[config.mk]
export PLATFORM = sky130hd
export DESIGN_NAME = pfb_output_quant
export DESIGN_NICKNAME = d
export VERILOG_FILES = /design/src/rtl/pfb_pkg.sv /design/src/rtl/pfb_quant_fifo.sv /design/src/rtl/pfb_output_quant.sv
export SDC_FILE = /design/constraint.sdc
export NUM_CORES = 1
export LEC_CHECK = 0
export ABC_CLOCK_PERIOD_IN_PS = 5600
export BUFFER_PORTS_ARGS = -buffer_cell sky130_fd_sc_hd__buf_4
export CAP_MARGIN = 20
export CELL_PAD_IN_SITES_DETAIL_PLACEMENT = 1
export CELL_PAD_IN_SITES_GLOBAL_PLACEMENT = 1
export CORE_MARGIN = 2
export CORE_UTILIZATION = 53
export DETAILED_ROUTE_END_ITERATION = 6
export PLACE_DENSITY_LB_ADDON = 0.2
export SETUP_SLACK_MARGIN = 0.5
export SYNTH_ARGS = -nofsm -noshare
export SYNTH_HDL_FRONTEND = slang
export SYNTH_SLANG_ARGS = --single-unit
[constraint.sdc]
create_clock -name clk -period 5.6 [get_ports clk]
set_clock_uncertainty 0.05 [all_clocks]
set_input_delay 0.28 -clock clk [delete_from_list [all_inputs] [get_ports clk]]
set_output_delay 0.28 -clock clk [all_outputs]
set_load 0.02 [all_outputs]
[src/rtl/pfb_pkg.sv]
// pfb_pkg: shared widths, saturation limits and the round/saturate helper for the PFB output stage
package pfb_pkg;
  localparam int PFB_IN_W = 48;
  localparam int PFB_OUT_W = 16;
  localparam int PFB_TUSER_W = 11;
  localparam logic signed [PFB_OUT_W-1:0] PFB_SAT_MAX = 16'sh7FFF;
  localparam logic signed [PFB_OUT_W-1:0] PFB_SAT_MIN = 16'sh8000;
  // x arrives sign-extended to 64 bits so the rounded quotient can never wrap
  function automatic logic [32:0] pfb_round_sat(input logic signed [63:0] x, input int shift, input int out_w);
    logic signed [63:0] frac, half, q, hi, lo;
    frac = x & ((64'sd1 <<< shift) - 64'sd1);
    half = 64'sd1 <<< (shift - 1);
    q = (x >>> shift) + ((frac > half || (frac == half && x[shift])) ? 64'sd1 : 64'sd0);
    hi = (64'sd1 <<< (out_w - 1)) - 64'sd1;
    lo = -hi - 64'sd1;
    return q > hi ? {1'b1, 32'(hi)} : q < lo ? {1'b1, 32'(lo)} : {1'b0, 32'(q)};
  endfunction
endpackage

[src/rtl/pfb_quant_fifo.sv]
// pfb_quant_fifo: first-word-fall-through FIFO with occupancy count
module pfb_quant_fifo #(
  parameter int W = 28,
  parameter int DEPTH = 4
) (
  input  logic                     clk,
  input  logic                     rst_n,
  input  logic                     wr_en_i,
  input  logic [W-1:0]             wr_data_i,
  input  logic                     rd_en_i,
  output logic [W-1:0]             rd_data_o,
  output logic                     valid_o,
  output logic [$clog2(DEPTH):0]   count_o
);
  localparam int AW = $clog2(DEPTH);
  logic [W-1:0] mem_q [DEPTH];
  logic [AW-1:0] wp_q, rp_q;
  logic [AW:0] cnt_q;
  always_ff @(posedge clk)
    if (wr_en_i) mem_q[wp_q] <= wr_data_i;
  always_ff @(posedge clk or negedge rst_n)
    if (!rst_n) begin
      wp_q <= '0;
      rp_q <= '0;
      cnt_q <= '0;
    end else begin
      wp_q <= wp_q + AW'(wr_en_i);
      rp_q <= rp_q + AW'(rd_en_i);
      cnt_q <= cnt_q + (AW+1)'(wr_en_i) - (AW+1)'(rd_en_i);
    end
  assign valid_o = cnt_q != '0;
  assign rd_data_o = valid_o ? mem_q[rp_q] : '0;
  assign count_o = cnt_q;
endmodule

[src/rtl/pfb_output_quant.sv]
// pfb_output_quant: convergent-round, saturate and buffer the final MAC output onto AXI-Stream; PFB_SAT_CNT_EN adds a saturation counter
module pfb_output_quant import pfb_pkg::*; #(
  parameter int IN_W = PFB_IN_W,
  parameter int OUT_W = PFB_OUT_W,
  parameter int SHIFT = 24,
  parameter int TUSER_W = PFB_TUSER_W,
  parameter int FIFO_DEPTH = 4
) (
  input  logic                     clk,
  input  logic                     rst_n,
`ifdef PFB_SAT_CNT_EN
  input  logic                     sat_clr,
  output logic [15:0]              sat_count,
`endif
  input  logic                     s_tvalid,
  output logic                     s_tready,
  input  logic signed [IN_W-1:0]   s_tdata,
  input  logic [TUSER_W-1:0]       s_tuser,
  input  logic                     s_tlast,
  output logic                     m_tvalid,
  input  logic                     m_tready,
  output logic [OUT_W-1:0]         m_tdata,
  output logic [TUSER_W-1:0]       m_tuser,
  output logic                     m_tlast
);
  localparam int FW = OUT_W + TUSER_W + 1;
  localparam int CW = $clog2(FIFO_DEPTH) + 1;
  logic v1_q, v2_q, s_tready_q, s_tready_d, in_xfer, out_xfer;
  logic signed [IN_W-1:0] d1_q;
  logic [TUSER_W:0] sb1_q;
  logic [FW-1:0] d2_q, d2_d, head;
  logic [CW-1:0] cnt;
  logic signed [63:0] x64;
  assign in_xfer = s_tvalid && s_tready_q;
  assign out_xfer = m_tvalid && m_tready;
  assign x64 = 64'(d1_q);
  assign d2_d = {OUT_W'(pfb_round_sat(x64, SHIFT, OUT_W)), sb1_q};
  // every accepted sample is already owed a FIFO slot, so stages never need to stall
  assign s_tready_d = int'(cnt) + int'(v1_q) + int'(v2_q) + int'(in_xfer) - int'(out_xfer) < FIFO_DEPTH;
  always_ff @(posedge clk or negedge rst_n)
    if (!rst_n) begin
      v1_q <= 1'b0;
      v2_q <= 1'b0;
      d1_q <= '0;
      sb1_q <= '0;
      d2_q <= '0;
      s_tready_q <= 1'b0;
    end else begin
      v1_q <= in_xfer;
      v2_q <= v1_q;
      d1_q <= s_tdata;
      sb1_q <= {s_tuser, s_tlast};
      d2_q <= d2_d;
      s_tready_q <= s_tready_d;
    end
  pfb_quant_fifo #(.W(FW), .DEPTH(FIFO_DEPTH)) u_fifo (
    .clk(clk),
    .rst_n(rst_n),
    .wr_en_i(v2_q),
    .wr_data_i(d2_q),
    .rd_en_i(out_xfer),
    .rd_data_o(head),
    .valid_o(m_tvalid),
    .count_o(cnt)
  );
  assign {m_tdata, m_tuser, m_tlast} = head;
  assign s_tready = s_tready_q;
`ifdef PFB_SAT_CNT_EN
  logic [15:0] sat_count_q;
  logic sat_d;
  assign sat_d = 1'(pfb_round_sat(x64, SHIFT, OUT_W) >> 32);
  always_ff @(posedge clk or negedge rst_n)
    if (!rst_n) sat_count_q <= '0;
    else if (sat_clr) sat_count_q <= '0;
    else if (v1_q && sat_d && sat_count_q != 16'hFFFF) sat_count_q <= sat_count_q + 16'd1;
  assign sat_count = sat_count_q;
`endif
endmodule

Yosys cells after proc, flatten, opt, wreduce, memory -nomap -nowiden --
Memory sizes are Yosys's and may differ from the RTL's. Index checks and enable logic that the tools add are counted.
Cells by class: reduce and logical (&&, ||, !) cells 5, equality and inequality tests 1, mux-type cells 6, $lt $le $gt $ge 4, $add $sub $neg 9
Operators with widths (count):
- 16-bit 2-to-1 mux | 2
- 28-bit 2-to-1 mux | 1
- 24-bit by 2-bit adder with 25-bit output | 1
- 25-bit by 16-bit greater-than comparator with 1-bit output, second input constant | 1
- 25-bit by 16-bit < comparator with 1-bit output, second input constant | 1
- 24-bit equality test, second input constant | 1
- 24-bit greater-than comparator, second input constant | 1
- 7-bit by 4-bit < comparator with 1-bit output, second input constant | 1
- 6-bit by 1-bit subtractor with 7-bit output | 1
- 5-bit by 1-bit adder with 6-bit output | 1
- 4-bit by 1-bit adder with 5-bit output | 1
- 2-bit by 1-bit adder with 2-bit output | 2
- 3-bit by 1-bit adder with 4-bit output | 1
- 3-bit by 1-bit adder with 3-bit output | 1
- 1-bit logical AND | 3
- 1-bit 2-to-1 mux | 3
- 3-bit nonzero test | 1
- 3-bit by 1-bit subtractor with 3-bit output | 1
- 1-bit logical OR | 1
Storage, ports and cells: RAM bits 112, output and inout port bits 30, register bits after elaboration 98, input port bits 64, memories kept 1
Memory list:
- u_fifo.mem_q | depth 4, bits a word 28, rd ports 1, clocked after memory_dff 0, write ports 1, line pfb_quant_fifo.sv:16 | logic [W-1:0] mem_q [DEPTH];

Logic depth before layout (Yosys ltp) --
word-level depth 8, gate-level depth with buffers 14, depth with buffers taken out 13

Hierarchy --
Synthesis repeated with hierarchy kept, for this count alone.
Unflattened totals: cells, all modules 452, area total of the unflattened synthesis 7955.1 um^2
Modules (own cells, without submodules):
- pfb_quant_fifo | area each 4606.9 um^2, instances 1, cells each 203, seq. area each 3538.4 um^2
- pfb_output_quant | area each 3348.2 um^2, instances 1, cells each 249, seq. area each 2277.2 um^2

Least setup slack after synthesis --
OpenSTA, ideal clock, no wires.
kind register to register, start reg v2_q, end mem u_fifo.mem_q[1][0] (enable), slack 2.539 ns, period minus slack after synthesis 3.061 ns, data arrival time 2.557 ns, stages on the path, launching flop included 3, buffers on the path 0, cell sequence dfrtp_1 > inv_1 > nor3b_1
On the way: word-level cells in the longest chain between the ends 2
Ends and longest elaborated chain:
- start, declared | line pfb_output_quant.sv:28 | logic v1_q, v2_q, s_tready_q, s_tready_d, in_xfer, out_xfer;
- start signal, assigned | line pfb_output_quant.sv:50 | v2_q <= v1_q;
- 1-bit 2-to-1 mux | line pfb_quant_fifo.sv:20 | if (wr_en_i) mem_q[wp_q] <= wr_data_i;
- 1-bit 2-to-1 mux (not written as such) | line pfb_quant_fifo.sv:20
- end, declared | line pfb_quant_fifo.sv:16
No other way between the ends.

Worst setup path after layout --
start reg d1_q[0], end reg d2_q[15]
On the way: word-level cells in the longest chain between the ends 8, elaborated cells between the ends (all ways) 10, classes of those cells add/sub: 1; order compare: 3; eq/ne: 1; mux: 3; reduce/logical: 2
Ends and longest elaborated chain:
- start, declared | line pfb_output_quant.sv:29 | logic signed [IN_W-1:0] d1_q;
- start signal, assigned | line pfb_output_quant.sv:51 | d1_q <= s_tdata;
- parallel branches: the longest is 2 deep, another holds 24-bit greater-than comparator
- 1-bit logical OR * | line pfb_pkg.sv:13 | q = (x >>> shift) + ((frac > half || (frac == half && x[shift])) ? 64'sd1 : 64'sd0);
- 1-bit 2-to-1 mux * | line pfb_pkg.sv:13
- 24-bit by 2-bit adder with 25-bit output * | line pfb_pkg.sv:13
- 25-bit by 16-bit < comparator with 1-bit output | line pfb_pkg.sv:16 | return q > hi ? {1'b1, 32'(hi)} : q < lo ? {1'b1, 32'(lo)} : {1'b0, 32'(q)};
- 16-bit 2-to-1 mux | line pfb_pkg.sv:16
- 16-bit 2-to-1 mux * | line pfb_pkg.sv:16
- named net d2_d[15] | line pfb_output_quant.sv:31 | logic [FW-1:0] d2_q, d2_d, head;
- end signal, assigned | line pfb_output_quant.sv:46 | d2_q <= '0;
- end signal, assigned | line pfb_output_quant.sv:53 | d2_q <= d2_d;
- end, declared | line pfb_output_quant.sv:31
Mark *: on every way through the listed nets, which the timed path passes.

==> impl_metrics.ini <==
[power]
p_leak_nw = 3.963
power.total_mw = 4.748
power.density_mw_per_mm2 = 468.9
ir_drop_uv = 215.8

[die]
fp.coreArea_sq_mm = 0.01448
start_util_pct = 54.14
die_w_um = 125.6
io_pins = 94
fp.dieH_um = 125.6
die_area_sq_mm = 0.01578
fp-row-count = 44

[final_layout]
area.growth.synth_to_final_pct = 29.16
layout-drive-gt1-share_pct = 27.73
final_nets = 705
n_antenna_cell = 0

[global_routing]
overflow = 0
grt.total_usage_pct = 25.84
grt_pass1_vias = 5476
grt_pass1_wl_um = 31040
grt_max_degree = 58
antenna_found_initial = 0

[run]
maxCapViolCount = 0

[clock_network]
clock_latency_ps = 500
cts_buffer_depth = 3
cts-root-buf = clkbuf_16
path_clk_slew_ps = 70
cts_made_buffers = 22
cts_resized = 0
cts.sinks = 210
htreeDepth = 1
cts_tree = done

[synthesis]
synth_warnings = 0
synth_area_leaders = edfxtp_1 43%, dfrtp_1 31%, mux4_2 8.0%, nor2b_1 2.3%, ha_1 2.1%
synth_top_area_share_pct = 42.91
syn_nets = 529
yosysSeqAreaShare_pct = 74.19
yosysTopAreaCell = edfxtp_1
syn_inst = 450
avgSynthCellArea_sq_um = 17.42
synth_cell_types = 40
yosys_register_bits = 210
ys.flop_type = edfxtp_1
synth_area_sq_mm = 0.007839
synthArstFlopShare_pct = 46.67
synth_edf_count = 112

[sta]
fin_hold_ws_ps = 292.7
max_slew_margin_pct = 39.24
clock.fmax_mhz = 271.1
final.period_utilization_pct = 65.87
tightest_slew_ps = 907.4
hold_viol_final = 0
finalCriticalPeriod_ps = 3689
rsz0062_at_grt = no
setup_viol = 0
finalSetupTns_ps = 0
drv_slew = 0

[min_path]
hp-class = in2reg

[route]
vias = 4608
wl_um = 19500
ant_nets = 0
drt_iter0_markers = 266
route.detailed.drc = 0
viasPerCell = 5.579
post_drt_wl_per_cell_um = 23.61
drtPass1Iterations = 5

[worst_setup_path]
crit_path_start_kind = flop
worstSetupEndpointType = flop
cp_max_fo = 15
cp.arrival_ps = 3960
worstSetupPathType = reg2reg
critPathRequiredTime_ps = 5870

[place]
gp_congestion = 0.8257
detailed_place_hpwl_um = 10470
portBuffers = 93

[status]
status = completed
-- worst max-delay path, stage by stage, from the launching register on --
cell     delay, ps
dfrtp_1        430
nor4_1         440
nand4_1        220
o21a_1         230
ha_1           250
ha_1           290
nand3_1        280
nor4_2         130
mux2_2         260
a41o_1         100
nand3_1        110
o31ai_4        500
o21ai_0        230
-- cell usage after synthesis, types with 8 or more instances --
cell / number
clkbuf_1: 8
dfrtp_1: 98
edfxtp_1: 112
ha_1: 13
inv_1: 19
mux4_2: 28
nand2_1: 20
nand3_1: 14
nor2_1: 9
nor2b_1: 29
nor4_1: 8
o21ai_1: 13
xnor2_1: 8
xor2_1: 11
-- cell usage in the layout, fill, tap and decap left out, types with 2 or more instances in the layout --
master         netlist  layout
clkbuf_16            0      23
clkinv_2             0       6
buf_4                0     101
a21oi_1              6       6
mux4_2              28      28
or4_1                2       2
nor2_1               9       8
and3_1               4       4
xor2_1              11      11
fa_1                 2       2
o21ai_1             13      13
o21ai_0              6       6
inv_1               19      19
ha_1                13      13
clkbuf_8             0       4
nand4_1              6       6
dfrtp_1             98      97
nand2_1             20      20
nor3_1               6       4
xnor2_1              8       8
clkinv_1             0       2
nor4_4               2       2
nor4_2               2       2
nor3_2               0       2
clkbuf_1             8       3
nor2b_1             29      29
nand3_1             14      14
a31oi_1              4       4
edfxtp_1           112     112
nor4_1               8       8
dlygate4sd3_1        0      62
nor3b_1              3       2
-- registers in the layout (all words and copies together) (netlist names) --
signal / cells
u_fifo.count_o: 3
s_tready: 1
u_fifo.mem_q: 112
v2_q: 1
u_fifo.rp_q: 2
d1_q: 48
v1_q: 1
sb1_q: 12
u_fifo.wp_q: 2
d2_q: 28
-- layout make-up --
type	count	area, sq um
Sequential cell	210	5817
Fill cell	1218	4354
Multi-Input combinational cell	209	1913
Timing Repair Buffer	164	1399
Clock buffer	30	641.9
Tap cell	184	230.2
Inverter	19	71.32
Clock inverter	10	52.55
-- worst paths after layout --
check                                    start                        to  slack [ps]  depth (start not counted)
setup / recovery             d1_q[0]$_DFF_PN0_        d2_q[15]$_DFF_PN0_        1910                         12
min in group asynchronous                rst_n        d1_q[22]$_DFF_PN0_         340                          2
max in group asynchronous                rst_n        d1_q[26]$_DFF_PN0_        3950                          3
hold / removal                        m_tready  u_fifo.rp_q[0]$_DFF_PN0_         290                          3
hold reg to reg            sb1_q[10]$_DFF_PN0_        d2_q[10]$_DFF_PN0_         300                          0
setup reg to reg             d1_q[0]$_DFF_PN0_        d2_q[15]$_DFF_PN0_        1910                         12
-- per-layer routing --
layer | global-route usage (%) | vias up | part of all wire [%] | routed length, um
met1 | 29.96 | 2402 | 37 | 7283
met3 | 3.823 | 42 | 3.6 | 704
met2 | 48.90 | 136 | 56 | 10900
li1 | - | 2028 | - | -
met5 | 0 | - | 0 | 0
met4 | 8.824 | 0 | 3.2 | 618
-- cell families after synthesis --
family | count (synthesis) | synth area share [%]
flops | 210 | 74.19
simple gates | 110 | 8.460
compound gates | 35 | 2.698
buf+inv | 31 | 1.628
mux | 30 | 8.316
xor+xnor | 19 | 2.123
fa+ha+maj | 15 | 2.586
-- metrics by stage --
step                utilization, %  cell area, sq um  instances  worst slack (ps)
floorplan                        -              7839        450              2539
global placement             60.66              8782        722              2131
detailed placement           60.66              8782        722              1948
CTS                          69.74             10100        824              1886
global route                 69.93             10120        826              1772
finish                       69.93             10120        826              1911
-- what timing repair did --
action	CTS	global route
setup endpoints to repair	0	0
buffers inserted	0	0
hold endpoints to repair	102	0
hold buffers	62	0
-- power breakdown --
group | total [mW] | internal (mW) | switching (mW)
registers | 1.96 | 1.83 | 0.130
clock network | 1.40 | 0.805 | 0.597
logic | 1.38 | 0.649 | 0.734
(Power assumes the default switching activity.)
